===== src/rtl/frame_seq_pkg.sv =====
// frame_seq_pkg: shared constants for the frame sequencer.
// State encoding, loop modes and default geometry.
package frame_seq_pkg;

  localparam int NUM_FRAMES_D = 30;
  localparam int FRAME_SIZE_D = 3328;
  localparam int ADDR_W_D     = 17;
  localparam int DIV_W_D      = 32;

  localparam logic [1:0] S_IDLE  = 2'd0;
  localparam logic [1:0] S_RUN   = 2'd1;
  localparam logic [1:0] S_ARMED = 2'd2;
  localparam logic [1:0] S_DONE  = 2'd3;

  localparam logic [1:0] LM_WRAP     = 2'd0;
  localparam logic [1:0] LM_ONCE     = 2'd1;
  localparam logic [1:0] LM_PINGPONG = 2'd2;

endpackage


===== src/rtl/frame_sequencer_if.sv =====
// frame_sequencer_if: MMIO controls in, frame status out.
// master = CPU/register side, slave = sequencer.
interface frame_sequencer_if import frame_seq_pkg::*; #(
  parameter int ADDR_W = ADDR_W_D,
  parameter int DIV_W  = DIV_W_D
);
  logic              play;
  logic              step;
  logic              restart;
  logic              dir;
  logic [1:0]        loop_mode;
  logic [DIV_W-1:0]  period;
  logic              rev_sync;
  logic              sync_en;
  logic [7:0]        frame_idx;
  logic [ADDR_W-1:0] frame_offset;
  logic              frame_tick;
  logic              done;
  logic [1:0]        state;

  modport master (
    output play, step, restart, dir, loop_mode,
    output period, rev_sync, sync_en,
    input  frame_idx, frame_offset, frame_tick,
    input  done, state
  );

  modport slave (
    input  play, step, restart, dir, loop_mode,
    input  period, rev_sync, sync_en,
    output frame_idx, frame_offset, frame_tick,
    output done, state
  );
endinterface


===== src/rtl/frame_rate_timer.sv =====
// frame_rate_timer: frame period counter with terminal count.
// Terminal when cnt >= period-1; period 0 never terminates.
module frame_rate_timer #(
  parameter int DIV_W = 32
) (
  input  logic             clk,
  input  logic             reset,
  input  logic             hold_i,
  input  logic             clr_i,
  input  logic [DIV_W-1:0] period_i,
  output logic             term_o
);
  logic [DIV_W-1:0] cnt_q, cnt_d;

  assign term_o = (period_i != '0) &&
                  (cnt_q >= period_i - DIV_W'(1));

  // Clear beats hold; a terminal count restarts from zero
  always_comb begin
    cnt_d = cnt_q;
    if (clr_i)       cnt_d = '0;
    else if (hold_i) cnt_d = cnt_q;
    else if (term_o) cnt_d = '0;
    else             cnt_d = cnt_q + DIV_W'(1);
  end

  // Counter register
  always_ff @(posedge clk or negedge reset) begin
    if (!reset) cnt_q <= '0;
    else        cnt_q <= cnt_d;
  end
endmodule


===== src/rtl/frame_sequencer.sv =====
// frame_sequencer: animation frame index / texture base sequencer.
// Define FRAME_SEQ_REV_SYNC_EN to hold commits until rev_sync (ARMED).
module frame_sequencer import frame_seq_pkg::*; #(
  parameter int NUM_FRAMES = NUM_FRAMES_D,
  parameter int FRAME_SIZE = FRAME_SIZE_D,
  parameter int ADDR_W     = ADDR_W_D,
  parameter int DIV_W      = DIV_W_D
) (
  input logic              clk,
  input logic              reset,
  frame_sequencer_if.slave bus
);
  localparam logic [7:0] LAST_IDX = 8'(NUM_FRAMES - 1);
  localparam logic [ADDR_W-1:0] STEP_OFF = ADDR_W'(FRAME_SIZE);
  localparam logic [ADDR_W-1:0] LAST_OFF =
    ADDR_W'((NUM_FRAMES - 1) * FRAME_SIZE);
  localparam bit SINGLE = (NUM_FRAMES == 1);

  logic [1:0]        state_q, state_d;
  logic [7:0]        idx_q, idx_d, nidx;
  logic [ADDR_W-1:0] off_q, off_d, noff;
  logic              pp_q, pp_d, npp;
  logic              tick_q, tick_d;
  logic              done_q, done_d;
  logic              run_en, term, fire, commit;
  logic              rev, at_end, once_end;

  assign run_en = (state_q == S_RUN) && bus.play && !bus.restart;
  assign fire   = run_en && term;

  frame_rate_timer #(.DIV_W(DIV_W)) u_timer (
    .clk      (clk),
    .reset    (reset),
    .hold_i   (!run_en),
    .clr_i    (bus.restart),
    .period_i (bus.period),
    .term_o   (term)
  );

  assign rev = (bus.loop_mode == LM_PINGPONG) ? (bus.dir ^ pp_q)
                                              : bus.dir;
  assign at_end   = rev ? (idx_q == 8'd0) : (idx_q == LAST_IDX);
  assign once_end = at_end && (bus.loop_mode == LM_ONCE);

  // Candidate next frame: step, wrap or bounce, offset tracked by +/-
  always_comb begin
    nidx = idx_q;
    noff = off_q;
    npp  = pp_q;
    unique case (1'b1)
      SINGLE: begin
      end
      (!SINGLE && at_end && bus.loop_mode == LM_PINGPONG): begin
        npp  = ~pp_q;
        nidx = rev ? idx_q + 8'd1 : idx_q - 8'd1;
        noff = rev ? off_q + STEP_OFF : off_q - STEP_OFF;
      end
      (!SINGLE && at_end && bus.loop_mode != LM_PINGPONG): begin
        nidx = rev ? LAST_IDX : 8'd0;
        noff = rev ? LAST_OFF : '0;
      end
      (!SINGLE && !at_end): begin
        nidx = rev ? idx_q - 8'd1 : idx_q + 8'd1;
        noff = rev ? off_q - STEP_OFF : off_q + STEP_OFF;
      end
    endcase
  end

  // Control FSM; restart outranks everything else
  always_comb begin
    state_d = state_q;
    idx_d   = idx_q;
    off_d   = off_q;
    pp_d    = pp_q;
    done_d  = done_q;
    tick_d  = 1'b0;
    commit  = 1'b0;
    if (bus.restart) begin
      idx_d   = bus.dir ? LAST_IDX : 8'd0;
      off_d   = bus.dir ? LAST_OFF : '0;
      pp_d    = 1'b0;
      done_d  = 1'b0;
      tick_d  = 1'b1;
      state_d = bus.play ? S_RUN : S_IDLE;
    end else begin
      case (state_q)
        S_IDLE: begin
          if (bus.step) commit = 1'b1;
          if (bus.play) state_d = S_RUN;
        end
        S_RUN: begin
          if (!bus.play) state_d = S_IDLE;
`ifdef FRAME_SEQ_REV_SYNC_EN
          else if (fire && bus.sync_en && !bus.rev_sync)
            state_d = S_ARMED;
`endif
          else if (fire) commit = 1'b1;
        end
`ifdef FRAME_SEQ_REV_SYNC_EN
        S_ARMED: begin
          if (!bus.play) state_d = S_IDLE;
          else if (bus.rev_sync || !bus.sync_en) begin
            commit  = 1'b1;
            state_d = S_RUN;
          end
        end
`endif
        S_DONE: begin
          if (!bus.play) state_d = S_IDLE;
        end
        default: state_d = S_IDLE;
      endcase
      if (commit) begin
        if (once_end) begin
          state_d = S_DONE;
          done_d  = 1'b1;
        end else begin
          idx_d  = nidx;
          off_d  = noff;
          pp_d   = npp;
          tick_d = 1'b1;
        end
      end
    end
  end

`ifndef FRAME_SEQ_REV_SYNC_EN
  logic unused_sync;
  assign unused_sync = bus.sync_en ^ bus.rev_sync;
`endif

  // Sequencer state registers
  always_ff @(posedge clk or negedge reset) begin
    if (!reset) begin
      state_q <= S_IDLE;
      idx_q   <= 8'd0;
      off_q   <= '0;
      pp_q    <= 1'b0;
      tick_q  <= 1'b0;
      done_q  <= 1'b0;
    end else begin
      state_q <= state_d;
      idx_q   <= idx_d;
      off_q   <= off_d;
      pp_q    <= pp_d;
      tick_q  <= tick_d;
      done_q  <= done_d;
    end
  end

  assign bus.frame_idx    = idx_q;
  assign bus.frame_offset = off_q;
  assign bus.frame_tick   = tick_q;
  assign bus.done         = done_q;
  assign bus.state        = state_q;
endmodule


===== src/flat_wrapper.sv =====
// flat-port wrapper written by rule: the top's interface ports become plain ports
module frame_sequencer_flat import frame_seq_pkg::*;
#(
  parameter int NUM_FRAMES = NUM_FRAMES_D,
  parameter int FRAME_SIZE = FRAME_SIZE_D,
  parameter int ADDR_W     = ADDR_W_D,
  parameter int DIV_W      = DIV_W_D
)
  (clk, reset, bus_play, bus_step, bus_restart, bus_dir, bus_loop_mode, bus_period, bus_rev_sync, bus_sync_en, bus_frame_idx, bus_frame_offset, bus_frame_tick, bus_done, bus_state);
  frame_sequencer_if #(.ADDR_W(ADDR_W), .DIV_W(DIV_W)) bus_i ();
  input logic clk;
  input logic reset;
  input wire logic [$bits(bus_i.play)-1:0] bus_play;
  input wire logic [$bits(bus_i.step)-1:0] bus_step;
  input wire logic [$bits(bus_i.restart)-1:0] bus_restart;
  input wire logic [$bits(bus_i.dir)-1:0] bus_dir;
  input wire logic [$bits(bus_i.loop_mode)-1:0] bus_loop_mode;
  input wire logic [$bits(bus_i.period)-1:0] bus_period;
  input wire logic [$bits(bus_i.rev_sync)-1:0] bus_rev_sync;
  input wire logic [$bits(bus_i.sync_en)-1:0] bus_sync_en;
  output wire logic [$bits(bus_i.frame_idx)-1:0] bus_frame_idx;
  output wire logic [$bits(bus_i.frame_offset)-1:0] bus_frame_offset;
  output wire logic [$bits(bus_i.frame_tick)-1:0] bus_frame_tick;
  output wire logic [$bits(bus_i.done)-1:0] bus_done;
  output wire logic [$bits(bus_i.state)-1:0] bus_state;
  assign bus_i.play = bus_play;
  assign bus_i.step = bus_step;
  assign bus_i.restart = bus_restart;
  assign bus_i.dir = bus_dir;
  assign bus_i.loop_mode = bus_loop_mode;
  assign bus_i.period = bus_period;
  assign bus_i.rev_sync = bus_rev_sync;
  assign bus_i.sync_en = bus_sync_en;
  assign bus_frame_idx = bus_i.frame_idx;
  assign bus_frame_offset = bus_i.frame_offset;
  assign bus_frame_tick = bus_i.frame_tick;
  assign bus_done = bus_i.done;
  assign bus_state = bus_i.state;
  frame_sequencer #(.NUM_FRAMES(NUM_FRAMES), .FRAME_SIZE(FRAME_SIZE), .ADDR_W(ADDR_W), .DIV_W(DIV_W)) u_core (.clk(clk), .reset(reset), .bus(bus_i));
endmodule

===== config.mk =====
export PLATFORM = sky130hd
export DESIGN_NAME = frame_sequencer_flat
export DESIGN_NICKNAME = d
export VERILOG_FILES = /design/src/rtl/frame_seq_pkg.sv /design/src/rtl/frame_sequencer_if.sv /design/src/rtl/frame_rate_timer.sv /design/src/rtl/frame_sequencer.sv /design/src/flat_wrapper.sv
export SDC_FILE = /design/constraint.sdc
export NUM_CORES = 1
export LEC_CHECK = 0
export CORE_UTILIZATION = 59
export CTS_CLUSTER_DIAMETER = 100
export DETAILED_ROUTE_END_ITERATION = 16
export PLACE_DENSITY = 0.83
export SYNTH_ARGS = -nofsm -noshare
export SYNTH_HDL_FRONTEND = slang
export SYNTH_HIERARCHICAL = 1
export SYNTH_SLANG_ARGS = --single-unit
export TNS_END_PERCENT = 20

===== constraint.sdc =====
create_clock -name clk -period 5.5 [get_ports clk]
set_clock_uncertainty 0.1 [all_clocks]
set_input_delay 0.55 -clock clk [delete_from_list [all_inputs] [get_ports clk]]
set_output_delay 0.55 -clock clk [all_outputs]
set_load 0.05 [all_outputs]

* After elaboration in Yosys (flattened, before gate mapping)
Index checks and enable logic that the tools add are counted.
** Word-level totals
- Bits in registers :: 62
- Output and inout port bits :: 29
- Word-level logic and storage cells :: 86
** Operators by class
- Add/subtract/negate cells :: 6
- Order comparisons :: 1
- Equality and inequality tests :: 7
- Multiplexer cells :: 43
- Bitwise gates (word level) :: 2
- Reductions and logical operators :: 20
** Operators by type and width (count)
- $mux W17 :: 7
- $mux W32 :: 3
- $pmux W17 S3 :: 1
- $mux W8 :: 5
- $add A32 B1 Y32 const B :: 1
- $ge A32 B32 Y1 :: 1
- $reduce_bool A32 Y1 :: 1
- $sub A32 B1 Y32 const B :: 1
- $pmux W8 S3 :: 1
- $add A17 B12 Y17 const B :: 1
- $mux W1 :: 17
- $sub A17 B12 Y17 const B :: 1
- $mux W2 :: 5
- $mux W5 :: 2
- $add A8 B1 Y8 const B :: 1
- $eq A8 B5 Y1 const B :: 1
- $logic_not A8 Y1 :: 1
- $reduce_bool A2 Y1 :: 4
- $sub A8 B1 Y8 const B :: 1
- $logic_and A1 B1 Y1 :: 7
- $eq A2 B1 Y1 const B :: 2
- $eq A2 B2 Y1 const B :: 2
- $ne A2 B2 Y1 const B :: 2
- $pmux W2 S2 :: 1
- 8 further kinds :: 10

* Depth between registers and ports, before layout
- Depth in word-level cells :: 10
- Depth in mapped cells :: 19
- Mapped depth without buffers :: 18

* By module
Netlist, hierarchy kept.
** By module, submodules not included
- frame_rate_timer :: times used 1, cells each 332, area each 2960.3 um^2, sequential area each 800.8 um^2
- frame_sequencer :: times used 1, cells each 243, area each 2008.2 um^2, sequential area each 550.5 um^2

* Worst setup path before layout
Ideal clock, no wire load.
- Kind :: input -> register
- Start point :: input bus_period[15]
- End point :: register u_core.idx_q[7], in the netlist u_core/bus.frame_idx[7]
- Setup time :: 82 ps
- Arrival time :: 4897 ps
- Data required time :: 5318 ps
- Slack :: 421 ps
- Stages :: 18
- Path through :: or4_1 > nand3b_1 > or2_1 > nor3_1 > or3b_1 > xor2_1 > ha_1 > nand4_1 > nor4_1 > a22oi_1 > o211ai_1 > nand2_1 > nand2_1 > nand3_1 > a211o_1 > nor2_2 > or2b_1 > mux2i_1
** On the way
- Cells in the longest elaborated chain, start to end :: 10
** Ends and longest elaborated chain
- start, declared :: line flat_wrapper.sv:18 : input wire logic [$bits(bus_i.period)-1:0] bus_period;
- $sub A32 B1 Y32 :: line frame_rate_timer.sv:16 : (cnt_q >= period_i - DIV_W'(1));
- $ge A32 B32 Y1 :: line frame_rate_timer.sv:16
- $logic_and A1 B1 Y1 * :: line frame_rate_timer.sv:15 : assign term_o = (period_i != '0) &&
- named net u_core.term :: line frame_sequencer.sv:25 : logic run_en, term, fire, commit;
- $logic_and A1 B1 Y1 * :: line frame_sequencer.sv:29 : assign fire = run_en && term;
- $mux W1 * :: line frame_sequencer.sv:97 : else if (fire) commit = 1'b1;
- $mux W1 * :: line frame_sequencer.sv:92 : if (!bus.play) state_d = S_IDLE;
- $pmux W1 S2 * :: line frame_sequencer.sv:86 : case (state_q)
- $mux W1 * :: line frame_sequencer.sv:78 : if (bus.restart) begin
- $reduce_bool A2 Y1 (no source line) *
- $reduce_and A2 Y1 (no source line) *
- end signal, assigned :: line frame_sequencer.sv:143 : idx_q <= idx_d;
- end, declared :: line frame_sequencer.sv:20 : logic [7:0] idx_q, idx_d, nidx;
The timed path passes the listed nets; every way through them passes the cells marked *. The select of a mux whose other input is x is not followed.
A chain may end at the register's enable or synchronous reset.

* Worst setup path after layout
- Start point :: input bus_period[15]
- End point :: register u_core.off_q[12], in the netlist u_core/bus.frame_offset[12]
** On the way
- Cells in the longest elaborated chain, start to end :: 10
** Ends and longest elaborated chain
- $sub A32 B1 Y32 :: line frame_rate_timer.sv:16
- $ge A32 B32 Y1 :: line frame_rate_timer.sv:16
- $logic_and A1 B1 Y1 * :: line frame_rate_timer.sv:15
- named net u_core.term :: line frame_sequencer.sv:25
- $logic_and A1 B1 Y1 * :: line frame_sequencer.sv:29
- $mux W1 * :: line frame_sequencer.sv:97
- $mux W1 * :: line frame_sequencer.sv:92
- $pmux W1 S2 * :: line frame_sequencer.sv:86
- $mux W1 * :: line frame_sequencer.sv:78
- $reduce_bool A2 Y1 (no source line) *
- $reduce_and A2 Y1 (no source line) *
- end signal, assigned :: line frame_sequencer.sv:137 : off_q <= '0;
- end signal, assigned :: line frame_sequencer.sv:144 : off_q <= off_d;
- end, declared :: line frame_sequencer.sv:21 : logic [ADDR_W-1:0] off_q, off_d, noff;
Marked as above.

==> results.md <==
- Period utilization: 0.945
- Final setup vio count: 0
- Clk sinks: 54
- Largest net degree at the start of global routing: 55
- Post-synth EDFFs: 0
- Finished Core Util: 0.713
- MaxCap Viol Count: 0
- # diodes: 0
- Vias per inst: 6.42
- Worst-Skew Late Latency: 0.31 ns
- Clock transition at path regs: roughly 0.1 ns
- Nets: 721
- Mean Syn Cell Area: about 8.6 um2
- CP arrival: 5.30 ns
- Layout cell share with drive strength beyond 1: 0.0875
- WL final: ~13000 um
- First-pass GRT wire length: between 20000 and 25000 um
- CTS buffer count: 5
- Setup TNS: 0 ns
- Final Hold Fails: 0
- Pwr Density: around 180 nW/um2
- Initial antenna violation count: 0
- Hold buffer count at cts: 0
- Max-slew violations: 0
- Port Buf Inserts: 60
- Top FF cell, synth: dfrtp_1
- Routed len/inst: ~17 um
- DIE AREA: 8790 um2
- HP Class: in2async
- Longest Clk Path Bufs: 2
- Pre-antenna DRT Iters: 5
- Post-Place Setup Slack: -0.122 ns
- Worst-Margin Slew: 0.966 ns
- Area growth syn-to-layout: 17.3%
- Cell count after synthesis: about 580
- Number of H-tree levels: 2
- Via count of the first global-routing pass: around 4600
- GRT Overall Usage: 0.306
- Status: finished clean
- Die W: roughly 94 um
- Maximum vdd drop: between 0.0001 and 0.00015 V
- IO Count: 71
- Initial Util: 0.608
- Critical Path Start Type: input port
- Worst Path Required: 5.60 ns
- Post-DP HPWL: approximately 9600 um
- Overall power: roughly 1000 uW
- Root Buffer: clkbuf_8
- Share of the yosys chip area belonging to registers: 0.272
- Die height: 93.8 um
- Vias: approximately 4800
- Min cycle time layout: about 5.2 ns
- # rows: 33
- GRT overflow: 0
- Type of the worst setup path: in2reg
- CP Max Fanout: 6
- Fin worst setup slack: 0.305 ns
- Synth Cell Area: 4970 um2
- Fmax achieved: 192 MHz
- Area of the core: around 8200 um2
- Drt drc: 0
- Post-synthesis cell type count: 69
- Post-route ant nets: 0
- Share of flip-flops with an asynchronous set or reset: 1.00
- RePlAce Congestion: 0.893
- RSZ-0062 raised after global routing: false
- Max transition margin: 0.353
- TritonCTS clock tree: built
- Synthesized flop and latch total: between 50 and 60
- Worst Setup End Kind: register
- Leak: around 0.0024 uW
- YS warnings: 6
- DRT iter0 DRCs: about 360
==> flip-flops by register name, summed over array words and instances (netlist names) <==
| signal | flops |
|---|---|
| u_core/bus.done | 1 |
| u_core/u_timer/cnt_q | 32 |
| u_core/pp_q | 1 |
| u_core/bus.state | 2 |
| u_core/bus.frame_offset | 9 |
| u_core/bus.frame_idx | 8 |
| u_core/bus.frame_tick | 1 |
==> cell families after synthesis <==
kind of cell    after synthesis  share of synthesized area
flops                        54                      0.272
fa+ha+maj                    40                      0.101
buf+inv                      48                     0.0496
compound gates              145                      0.203
mux                          14                     0.0335
xor+xnor                     46                     0.0864
simple gates                227                      0.254
other cells                   1                   0.000755
==> synthesized netlist by cell type, drive strengths merged, types with 2 or more instances <==
cell	number	area, um2
nand2b	10	62.6
xor2	16	140
nor4	17	121
and3	11	68.8
nand4	14	93.8
a2111o	2	22.5
o22ai	4	25.0
a211o	2	17.5
or2	7	46.3
a2111oi	3	32.5
and3b	2	17.5
o221ai	3	26.3
a21boi	3	22.5
or4	4	37.5
o211ai	22	165
clkbuf	9	33.8
xnor2	30	289
a221oi	3	32.5
nand2	49	184
nor2b	3	18.8
and4	5	43.8
inv	19	71.3
nand3b	3	35.0
o41ai	7	61.3
o31ai	22	165
o21ai	22	110
a21oi	33	176
mux2i	13	155
ha	40	500
a22oi	2	15.0
o311ai	5	43.8
buf	20	141
a21o	5	37.5
or3	10	62.6
and2	6	37.5
dfrtp	54	1350
a211oi	2	15.0
nand3	29	158
a22o	2	17.5
nor2	28	108
nor3	24	125
==> per-layer routing <==
metal / global-route usage / part of all wire / up-vias
li1: - / - / 2289
met1: 0.392 / 0.43 / 2296
met2: 0.530 / 0.48 / 168
met3: 0.0267 / 0.055 / 32
met4: 0.121 / 0.031 / 0
met5: 0 / 0 / -
==> cell type report <==
class / count / area [um2]
multi-input combinational: 480 / 3440
fill: 632 / 2350
sequential: 54 / 1350
timing repair buffer: 79 / 738
tap: 105 / 131
clock buffer: 6 / 82.6
inverter: 19 / 71.3
clock inverter: 2 / 16.3
==> metrics by stage <==
| stage | hold WS (ns) | area [um2] | cells |
|---|---|---|---|
| after global routing | 0.324 | 5830 | 745 |
| final | 0.258 | 5830 | 745 |
| after global placement | 0.382 | 5690 | 737 |
| after floorplan | 0.154 | 4990 | 582 |
| after CTS | 0.287 | 5790 | 745 |
| after detailed placement | 0.399 | 5690 | 737 |
==> what timing repair did <==
item / 4_1_cts / 5_1_grt
endpoints found under the hold margin: 0 / 0
endpoints found under the setup margin: 0 / 19
buffers inserted: 0 / 0
gates resized for setup: 0 / 7
==> power breakdown <==
group / internal (uW) / total [uW] / switching [uW]
sequential: 412 / 446 / 34.4
combinational: 139 / 351 / 212
clock: 104 / 244 / 140
total: 655 / 1040 / 387
==> path summary, 6_finish.rpt <==
path | start | endpoint | slack (ns) | depth (start not counted)
worst max-delay path | bus_period[15] | u_core/bus.frame_offset[12] | 0.30 | 20
worst min-delay path | reset | u_core/bus.done | 0.26 | 2
worst max register to register | u_core/u_timer/cnt_q[11] | u_core/bus.frame_offset[12] | 1.89 | 13
worst min register to register | u_core/u_timer/cnt_q[31] | u_core/u_timer/cnt_q[31] | 0.41 | 1
max in group asynchronous | reset | u_core/bus.frame_offset[11] | 4.57 | 2
min in group clk | u_core/u_timer/cnt_q[31] | u_core/u_timer/cnt_q[31] | 0.41 | 1
==> cells in the final DEF (no fill, tap or decap), drive strengths merged, types with 3 or more instances in the layout <==
cell            n
dfrtp          54
o31ai          22
a221oi          3
clkbuf          6
nand3          29
xor2           16
nand4          14
o21ai          22
or3            10
mux2i          13
nand2b         10
buf            20
o311ai          5
conb            8
nor2b           3
nor3           24
inv            20
a2111oi         3
ha             40
clkdlybuf4s50  59
and2            6
a21oi          33
a21o            5
nand3b          3
or4             4
nand2          49
or2             7
o211ai         22
and3           11
nor2           28
o22ai           4
o41ai           7
nor4           17
xnor2          30
o221ai          3
a21boi          3
and4            5
==> worst max-delay path: stages <==
cell,delay (ns)
clkdlybuf4s50_1,0.43
or4_1,0.55
nand3b_1,0.19
or2_1,0.29
nor3_1,0.23
or3b_1,0.39
xor2_1,0.16
ha_1,0.30
nand4_1,0.17
nor4_2,0.36
a22oi_1,0.13
o211ai_1,0.15
nand2_1,0.17
nand2_1,0.15
nand3_1,0.14
a211oi_2,0.26
buf_4,0.17
nand2_1,0.18
a21oi_1,0.22
a21oi_1,0.09
Power figures use the tool's default switching activity.
